File: src/rtl/trap_dump_if.sv
// trap_dump_if
//   Groups the DMEM read port and the dump stream port of the trap dump unit.
//   The DMEM word is big-endian, so the buses are numbered [0:31] with bit 0 as the MSB.
//   Signals:
//     mem_req     - DMEM word read strobe (unit -> memory)
//     mem_addr    - DMEM byte address of the word being read
//     mem_rdata   - DMEM word, valid exactly one cycle after mem_req
//     dump_valid  - dump_addr/dump_data hold a word for the consumer
//     dump_ready  - the consumer accepts the current word
//     dump_addr   - byte address of the word presented
//     dump_data   - word presented
//   Modports: master = dump unit side, slave = memory/consumer side.
interface trap_dump_if;
    logic        mem_req;
    logic [0:31] mem_addr;
    logic [0:31] mem_rdata;
    logic        dump_valid;
    logic        dump_ready;
    logic [0:31] dump_addr;
    logic [0:31] dump_data;

    modport master (
        output mem_req, mem_addr, dump_valid, dump_addr, dump_data,
        input  mem_rdata, dump_ready
    );

    modport slave (
        input  mem_req, mem_addr, dump_valid, dump_addr, dump_data,
        output mem_rdata, dump_ready
    );
endinterface

File: src/rtl/trap_dump_unit.sv
// trap_dump_unit
//   End-of-program dump engine for the 5-stage pipeline. When the decode-stage
//   instruction is the trap word, the unit freezes the front of the pipeline,
//   waits for the in-flight instructions to retire, then reads a fixed window of
//   DMEM words and streams each one out on a valid/ready port.
//   Ports:
//     clock        - system clock, rising edge
//     reset        - asynchronous active-low reset
//     instruction  - instruction currently in decode
//     instr_valid  - decode holds a real (non-bubble, non-stalled) instruction
//     halt         - freezes PC/IF/ID and hands the DMEM port to this unit
//     done         - dump complete, sticky until reset
//     dif          - DMEM read port and dump stream port (trap_dump_if.master)
//   Every output is a flop; each one is loaded from the next-state decode so it
//   lines up with the state it belongs to without any combinational output path.
module trap_dump_unit #(
    parameter logic [31:0] TRAP_WORD    = 32'h44000300,
    parameter logic [31:0] DUMP_BASE    = 32'd8192,
    parameter int unsigned DUMP_WORDS   = 10,
    parameter int unsigned DRAIN_CYCLES = 3
) (
    input  logic        clock,
    input  logic        reset,
    input  logic [0:31] instruction,
    input  logic        instr_valid,
    output logic        halt,
    output logic        done,
    trap_dump_if.master dif
);

    // The drain state always lasts at least one cycle, so with no drain the
    // read still starts the cycle after halt rises.
    localparam logic [31:0] DRAIN_LAST = 32'((DRAIN_CYCLES == 0) ? 0 : DRAIN_CYCLES - 1);
    // Wraps when DUMP_WORDS is 0; SEND is never reached in that case.
    localparam logic [31:0] LAST_IDX   = 32'(DUMP_WORDS - 1);
    localparam bit          NO_WORDS   = (DUMP_WORDS == 0);

    typedef enum logic [2:0] {
        S_IDLE,
        S_DRAIN,
        S_READ,
        S_WAIT,
        S_SEND,
        S_DONE
    } state_t;

    state_t      state;
    state_t      state_nx;
    logic [31:0] idx;
    logic [31:0] idx_nx;
    logic [31:0] drain_cnt;
    logic [31:0] drain_cnt_nx;
    logic [31:0] rd_addr_nx;
    logic        trigger;
    logic        handshake;

    assign trigger   = instr_valid && (instruction == TRAP_WORD);
    assign handshake = (state == S_SEND) && dif.dump_valid && dif.dump_ready;
    // Address arithmetic wraps modulo 2^32.
    assign rd_addr_nx = DUMP_BASE + (idx_nx << 2);

    always_comb begin
        state_nx     = state;
        idx_nx       = idx;
        drain_cnt_nx = drain_cnt;
        case (state)
            S_IDLE: begin
                if (trigger) begin
                    state_nx     = S_DRAIN;
                    drain_cnt_nx = '0;
                end
            end
            S_DRAIN: begin
                if (drain_cnt == DRAIN_LAST) begin
                    state_nx = NO_WORDS ? S_DONE : S_READ;
                end else begin
                    drain_cnt_nx = drain_cnt + 32'd1;
                end
            end
            S_READ: state_nx = S_WAIT;
            S_WAIT: state_nx = S_SEND;
            S_SEND: begin
                if (handshake) begin
                    if (idx == LAST_IDX) begin
                        state_nx = S_DONE;
                    end else begin
                        idx_nx   = idx + 32'd1;
                        state_nx = S_READ;
                    end
                end
            end
            S_DONE:  state_nx = S_DONE;
            default: state_nx = S_IDLE;
        endcase
    end

    always_ff @(posedge clock or negedge reset) begin
        if (!reset) begin
            state          <= S_IDLE;
            idx            <= '0;
            drain_cnt      <= '0;
            halt           <= 1'b0;
            done           <= 1'b0;
            dif.mem_req    <= 1'b0;
            dif.mem_addr   <= '0;
            dif.dump_valid <= 1'b0;
            dif.dump_addr  <= '0;
            dif.dump_data  <= '0;
        end else begin
            state          <= state_nx;
            idx            <= idx_nx;
            drain_cnt      <= drain_cnt_nx;
            halt           <= (state_nx != S_IDLE);
            done           <= (state_nx == S_DONE);
            dif.mem_req    <= (state_nx == S_READ);
            dif.dump_valid <= (state_nx == S_SEND);
            if (state_nx == S_READ) begin
                dif.mem_addr <= rd_addr_nx;
            end
            // mem_addr still holds the address issued in READ while the word returns.
            if (state == S_WAIT) begin
                dif.dump_data <= dif.mem_rdata;
                dif.dump_addr <= dif.mem_addr;
            end
        end
    end

endmodule

File: src/flat_wrapper.sv
// flat-port wrapper written by rule: the top's interface ports become plain ports
module trap_dump_unit_flat 
#(
    parameter logic [31:0] TRAP_WORD    = 32'h44000300,
    parameter logic [31:0] DUMP_BASE    = 32'd8192,
    parameter int unsigned DUMP_WORDS   = 10,
    parameter int unsigned DRAIN_CYCLES = 3
)
  (clock, reset, instruction, instr_valid, halt, done, dif_mem_req, dif_mem_addr, dif_dump_valid, dif_dump_addr, dif_dump_data, dif_mem_rdata, dif_dump_ready);
  trap_dump_if dif_i ();
  input  logic clock;
  input  logic reset;
  input  logic [0:31] instruction;
  input  logic instr_valid;
  output logic halt;
  output logic done;
  output wire logic [$bits(dif_i.mem_req)-1:0] dif_mem_req;
  output wire logic [$bits(dif_i.mem_addr)-1:0] dif_mem_addr;
  output wire logic [$bits(dif_i.dump_valid)-1:0] dif_dump_valid;
  output wire logic [$bits(dif_i.dump_addr)-1:0] dif_dump_addr;
  output wire logic [$bits(dif_i.dump_data)-1:0] dif_dump_data;
  input wire logic [$bits(dif_i.mem_rdata)-1:0] dif_mem_rdata;
  input wire logic [$bits(dif_i.dump_ready)-1:0] dif_dump_ready;
  assign dif_mem_req = dif_i.mem_req;
  assign dif_mem_addr = dif_i.mem_addr;
  assign dif_dump_valid = dif_i.dump_valid;
  assign dif_dump_addr = dif_i.dump_addr;
  assign dif_dump_data = dif_i.dump_data;
  assign dif_i.mem_rdata = dif_mem_rdata;
  assign dif_i.dump_ready = dif_dump_ready;
  trap_dump_unit #(.TRAP_WORD(TRAP_WORD), .DUMP_BASE(DUMP_BASE), .DUMP_WORDS(DUMP_WORDS), .DRAIN_CYCLES(DRAIN_CYCLES)) u_core (.clock(clock), .reset(reset), .instruction(instruction), .instr_valid(instr_valid), .halt(halt), .done(done), .dif(dif_i));
endmodule
File: config.mk
export PLATFORM = sky130hd
export DESIGN_NAME = trap_dump_unit_flat
export DESIGN_NICKNAME = d
export VERILOG_FILES = /design/src/rtl/trap_dump_if.sv /design/src/rtl/trap_dump_unit.sv /design/src/flat_wrapper.sv
export SDC_FILE = /design/constraint.sdc
export NUM_CORES = 1
export LEC_CHECK = 0
export CORE_MARGIN = 2
export CORE_UTILIZATION = 51
export DETAILED_ROUTE_END_ITERATION = 10
export PLACE_DENSITY_LB_ADDON = 0.2
export SYNTH_ARGS = -nofsm -noshare
export SYNTH_HDL_FRONTEND = slang
export SYNTH_SLANG_ARGS = --single-unit
File: constraint.sdc
create_clock -name clock -period 3.19 [get_ports clock]
set_input_delay 0.4785 -clock clock [delete_from_list [all_inputs] [get_ports clock]]
set_output_delay 0.4785 -clock clock [all_outputs]
set_load 0.005 [all_outputs]
==> results.txt <==
----------------------------------------------------
[Placement]
  HPWL after DPL ... 13.1 mm
  Pre-CTS worst setup slack ... -184 ps
  Routability Congestion ... about 0.91
  IO Port Bufs ... 163
  Placed insts ... 1097

[Logic synthesis]
  Leading post-synthesis cells by cell area ... sky130_fd_sc_hd__dfrtp_1, sky130_fd_sc_hd__mux2_2, sky130_fd_sc_hd__xnor2_1
  Distinct cells, synth ... 65
  Fraction of synthesized cell area taken by the top area cell type ... 52.0%
  Seq/Total Area, Yosys ... 52.0%
  Mean area per synthesized cell ... 10.7 um^2
  Cells after synthesis ... 732
  Proportion of synthesized flip-flops having asynchronous set or reset ... 100%
  Count of flip-flops with a built-in enable after synthesis ... 0
  Syn Std Cell Area ... 7840 um^2
  Most frequently used flop master after synthesis ... sky130_fd_sc_hd__dfrtp_1
  Total of flip-flops plus latches after synthesis ... 163
  Library cell occupying the most area in the post-synthesis netlist ... sky130_fd_sc_hd__dfrtp_1
  Number of warning messages in the yosys log ... 0

[Floorplan]
  Y dimension of the die ... 128 um
  Initial core utilization ... 52.0%
  Io pins ... 168
  Chip Width ... 128 um
  Total Die Area ... between 15000 and 20000 um^2
  Number of standard-cell rows in the floorplan ... 45
  Core area ... 15100 um^2

[Critical path]
  Most repeated library cell on the critical path ... sky130_fd_sc_hd__or4_4
  CP required ... 3490 ps
  Largest fanout on the critical path ... 14
  Worst reg2reg setup slack ... 170 ps
  End point of the critical path ... u_core.dif.mem_addr[0]$_DFFE_PN0P_
  Setup Crit Path Kind ... flop to flop
  Logic depth of the worst register-to-register path ... 7
  Critical Path Start Type ... flop
  Origin of the worst setup path ... u_core.state[0]$_DFF_PN0_
  Slowest cell on the critical path ... sky130_fd_sc_hd__or4_4
  Worst path arrival time ... between 3000 and 4000 ps
  Cell-by-cell trace of the critical path ... or3b_4 -> or4_4 -> or4_4 -> a221oi_1 -> nand4_1 -> nor4_2 -> nor3_1
  Highest cell delay on the worst timing path ... 660 ps
  Critical path capture point type ... flop
  Worst reg2reg path endpoint ... u_core.dif.mem_addr[0]$_DFFE_PN0P_
  Worst flop-to-flop path startpoint ... u_core.state[0]$_DFF_PN0_

[Global routing]
  Antenna violations before repair ... 0
  Number of global-route vias before repair ... 6298
  Residual overflow from global routing ... 0
  Wire length of the first global-routing pass ... 30.4 mm
  Largest net degree at the start of global routing ... 78
  Global Route Usage Sum ... 23.2%

[Drt]
  Number of DRC violations after detailed routing ... 0
  Violation count after the first detailed-route iteration ... ~630
  Residual antenna-violating net count after detailed routing ... 0
  Final routed wirelength across all metal layers ... 18.4 mm
  WL/cell ... 16.3 um
  Average via count per standard cell ... 5.66
  First-pass iteration count of the detailed router ... 5
  DR vias ... 6394

[Finish]
  Area Overhead vs Synth ... 35.0%
  Multi-input combinational cell area ... 3500 um^2
  Fill count ... 1121
  Antenna cells ... 0
  Final cell utilization of the core ... 70.1%
  Non-filler instance count after layout ... 1130
  Net count of the finished layout ... 1003
  Sequential cell area ... 4080 um^2
  Share of final-layout standard cells stronger than drive strength 1 ... 17.5%

[Timing]
  Setup repair after global routing missed its margin ... no
  Fin crit share ... 94.8%
  Final setup vio count ... 0
  Number of hold violations in the final report ... 0
  Slew Limit Fails ... 0
  Min Hold Slack ... ~500 ps
  Relative max-transition margin ... a little over two fifths
  Actual transition at the worst max-transition pin ... roughly 850 ps
  Worst-case setup margin in the final layout ... 166 ps
  Setup skew after layout ... 7.97 ps
  Minimum clock period after layout ... ~3000 ps
  Highest achievable clock rate ... 331 MHz

[Power and ir drop]
  Peak supply drop ... 0.356 mV
  Post-layout power ... 4490 uW
  Areal power density over the cells ... 424 nW/um^2
  Leakage power total ... 0.00443 uW

[Clock network]
  Clock slew at reported path FFs ... 60 ps
  Buffer cell driving the clock tree root ... sky130_fd_sc_hd__clkbuf_16
  Worst-case clock buffer depth ... 2
  Clock tree from TritonCTS ... built
  Worst skew pair latency ... roughly 420 ps
  TritonCTS Buffers ... 17
  H-tree levels ... 4
  TritonCTS Sinks ... 163

[Hold path]
  Classification of the worst-slack hold path ... flop to flop

[Status]
  Status ... completed

[Flow run]
  Max-capacitance violation count ... 0

----------------------------------------------------
[cell type report]
cell class | instances | area share (%)
repair buffers | 212 | 19.2
well taps | 188 | 2.22
flip-flops and latches | 163 | 38.5
inverters | 25 | 0.887
clock inverters | 11 | 1.64
multi-input cells | 510 | 33.1
clock buffers | 21 | 4.45
[per-stage QoR]
stage / cell area, um^2 / setup TNS (ps)
floorplan: 7850 / 0
global placement: 9920 / -235
detailed placement: 9920 / -1010
CTS: 10600 / 0
global route: 10600 / 0
finish: 10600 / 0
[metal layers]
layer / vias up / track usage (%) / wire [um]
met3: 23 / 5.84 / 1200
met4: 0 / 7.43 / 268
li1: 3029 / - / -
met1: 3105 / 31.0 / 8210
met5: - / 0 / 0
met2: 237 / 37.7 / 8770
[where the power goes]
| group | leakage, uW | switching (uW) | total, uW | internal (uW) |
|---|---|---|---|---|
| sequential | 0.00202 | 9.96 | 2100 | 2090 |
| clock | 0.000306 | 816 | 2190 | 1380 |
| combinational | 0.00211 | 69.4 | 195 | 125 |
| total | 0.00443 | 896 | 4490 | 3590 |
[cells by family (layout without fill, tap and decap cells)]
family,Yosys count,count (layout),share of synthesized area (%)
simple gates,304,304,20.9
mux,68,68,9.75
other cells,1,4,0.0478
buf+inv,62,269,3.64
xor+xnor,55,55,6.24
compound gates,73,73,6.43
flops,163,163,52.0
fa+ha+maj,6,6,0.957
[worst min-delay path by stage]
stage / start / to / slack, ps / cells past startpoint
finish: u_core.dif.mem_addr[17]$_DFFE_PN0P_ / u_core.dif.mem_addr[17]$_DFFE_PN0P_ / 500 / 2
global route: u_core.idx[30]$_DFFE_PN0P_ / u_core.idx[30]$_DFFE_PN0P_ / 520 / 1
detailed placement: reset / u_core.dif.dump_data[27]$_DFFE_PN0N_ / 440 / 1
CTS: u_core.idx[30]$_DFFE_PN0P_ / u_core.idx[30]$_DFFE_PN0P_ / 500 / 1
floorplan: reset / u_core.dif.dump_addr[0]$_DFFE_PN0N_ / 180 / 0
global placement: reset / u_core.dif.dump_data[27]$_DFFE_PN0N_ / 430 / 1
[synthesized netlist by cell type (all sizes together), types with 2 or more instances]
| library cell | instances |
|---|---|
| a211oi | 4 |
| o31ai | 6 |
| and4 | 9 |
| a2111o | 2 |
| and2 | 8 |
| buf | 13 |
| nor4b | 4 |
| ha | 6 |
| or3 | 11 |
| or4 | 5 |
| nor2b | 2 |
| or3b | 2 |
| nor3b | 4 |
| mux2 | 67 |
| o21ai | 14 |
| o22ai | 6 |
| inv | 25 |
| nor2 | 69 |
| o211ai | 2 |
| nand2b | 5 |
| nand3 | 27 |
| or2 | 3 |
| nor3 | 37 |
| nand4 | 25 |
| and3 | 11 |
| nor4 | 35 |
| xnor2 | 45 |
| clkbuf | 24 |
| o31a | 5 |
| nand2 | 44 |
| a21oi | 14 |
| o221ai | 2 |
| xor2 | 10 |
| a31oi | 6 |
| dfrtp | 163 |
[flip-flops by register name, summed over array words and instances, names as in the netlist]
signal                 cells
u_core.dif.dump_valid      1
u_core.idx                32
u_core.state               3
u_core.done                1
u_core.halt                1
u_core.dif.mem_addr       30
u_core.dif.dump_addr      30
u_core.dif.dump_data      32
u_core.drain_cnt          32
u_core.dif.mem_req         1
[repair_timing]
action / in CTS / in global routing
setup endpoints to repair: 0 / 5
gates resized for setup: 0 / 2
endpoints found under the hold margin: 42 / 0
buffers inserted: 0 / 0
hold buffers: 1 / 0
[cell usage in the layout, fill, tap and decap left out, drive strengths merged, types with 4 or more instances in the layout]
| cell | instances |
|---|---|
| dfrtp | 163 |
| clkdlybuf4s50 | 162 |
| nor2 | 69 |
| mux2 | 67 |
| buf | 49 |
| xnor2 | 45 |
| nand2 | 44 |
| nor3 | 37 |
| nor4 | 35 |
| nand3 | 27 |
| inv | 26 |
| nand4 | 25 |
| clkbuf | 21 |
| a21oi | 14 |
| o21ai | 14 |
| and3 | 11 |
| or3 | 11 |
| xor2 | 10 |
| and4 | 9 |
| and2 | 8 |
| o22ai | 6 |
| a31oi | 6 |
| o31ai | 6 |
| ha | 6 |
| nand2b | 5 |
| o31a | 5 |
| or4 | 5 |
| nor4b | 4 |
| conb | 4 |
| bufinv | 4 |
| a211oi | 4 |
| nor3b | 4 |
[worst max-delay path: cells and delay by family, from the launching register on]
family           cells  cell delay [ps]
AND/OR/NAND/NOR      6             2100
flip-flops           1              460
AO/OA/AOI/OAI        1              340
(Power assumes the default switching activity.)
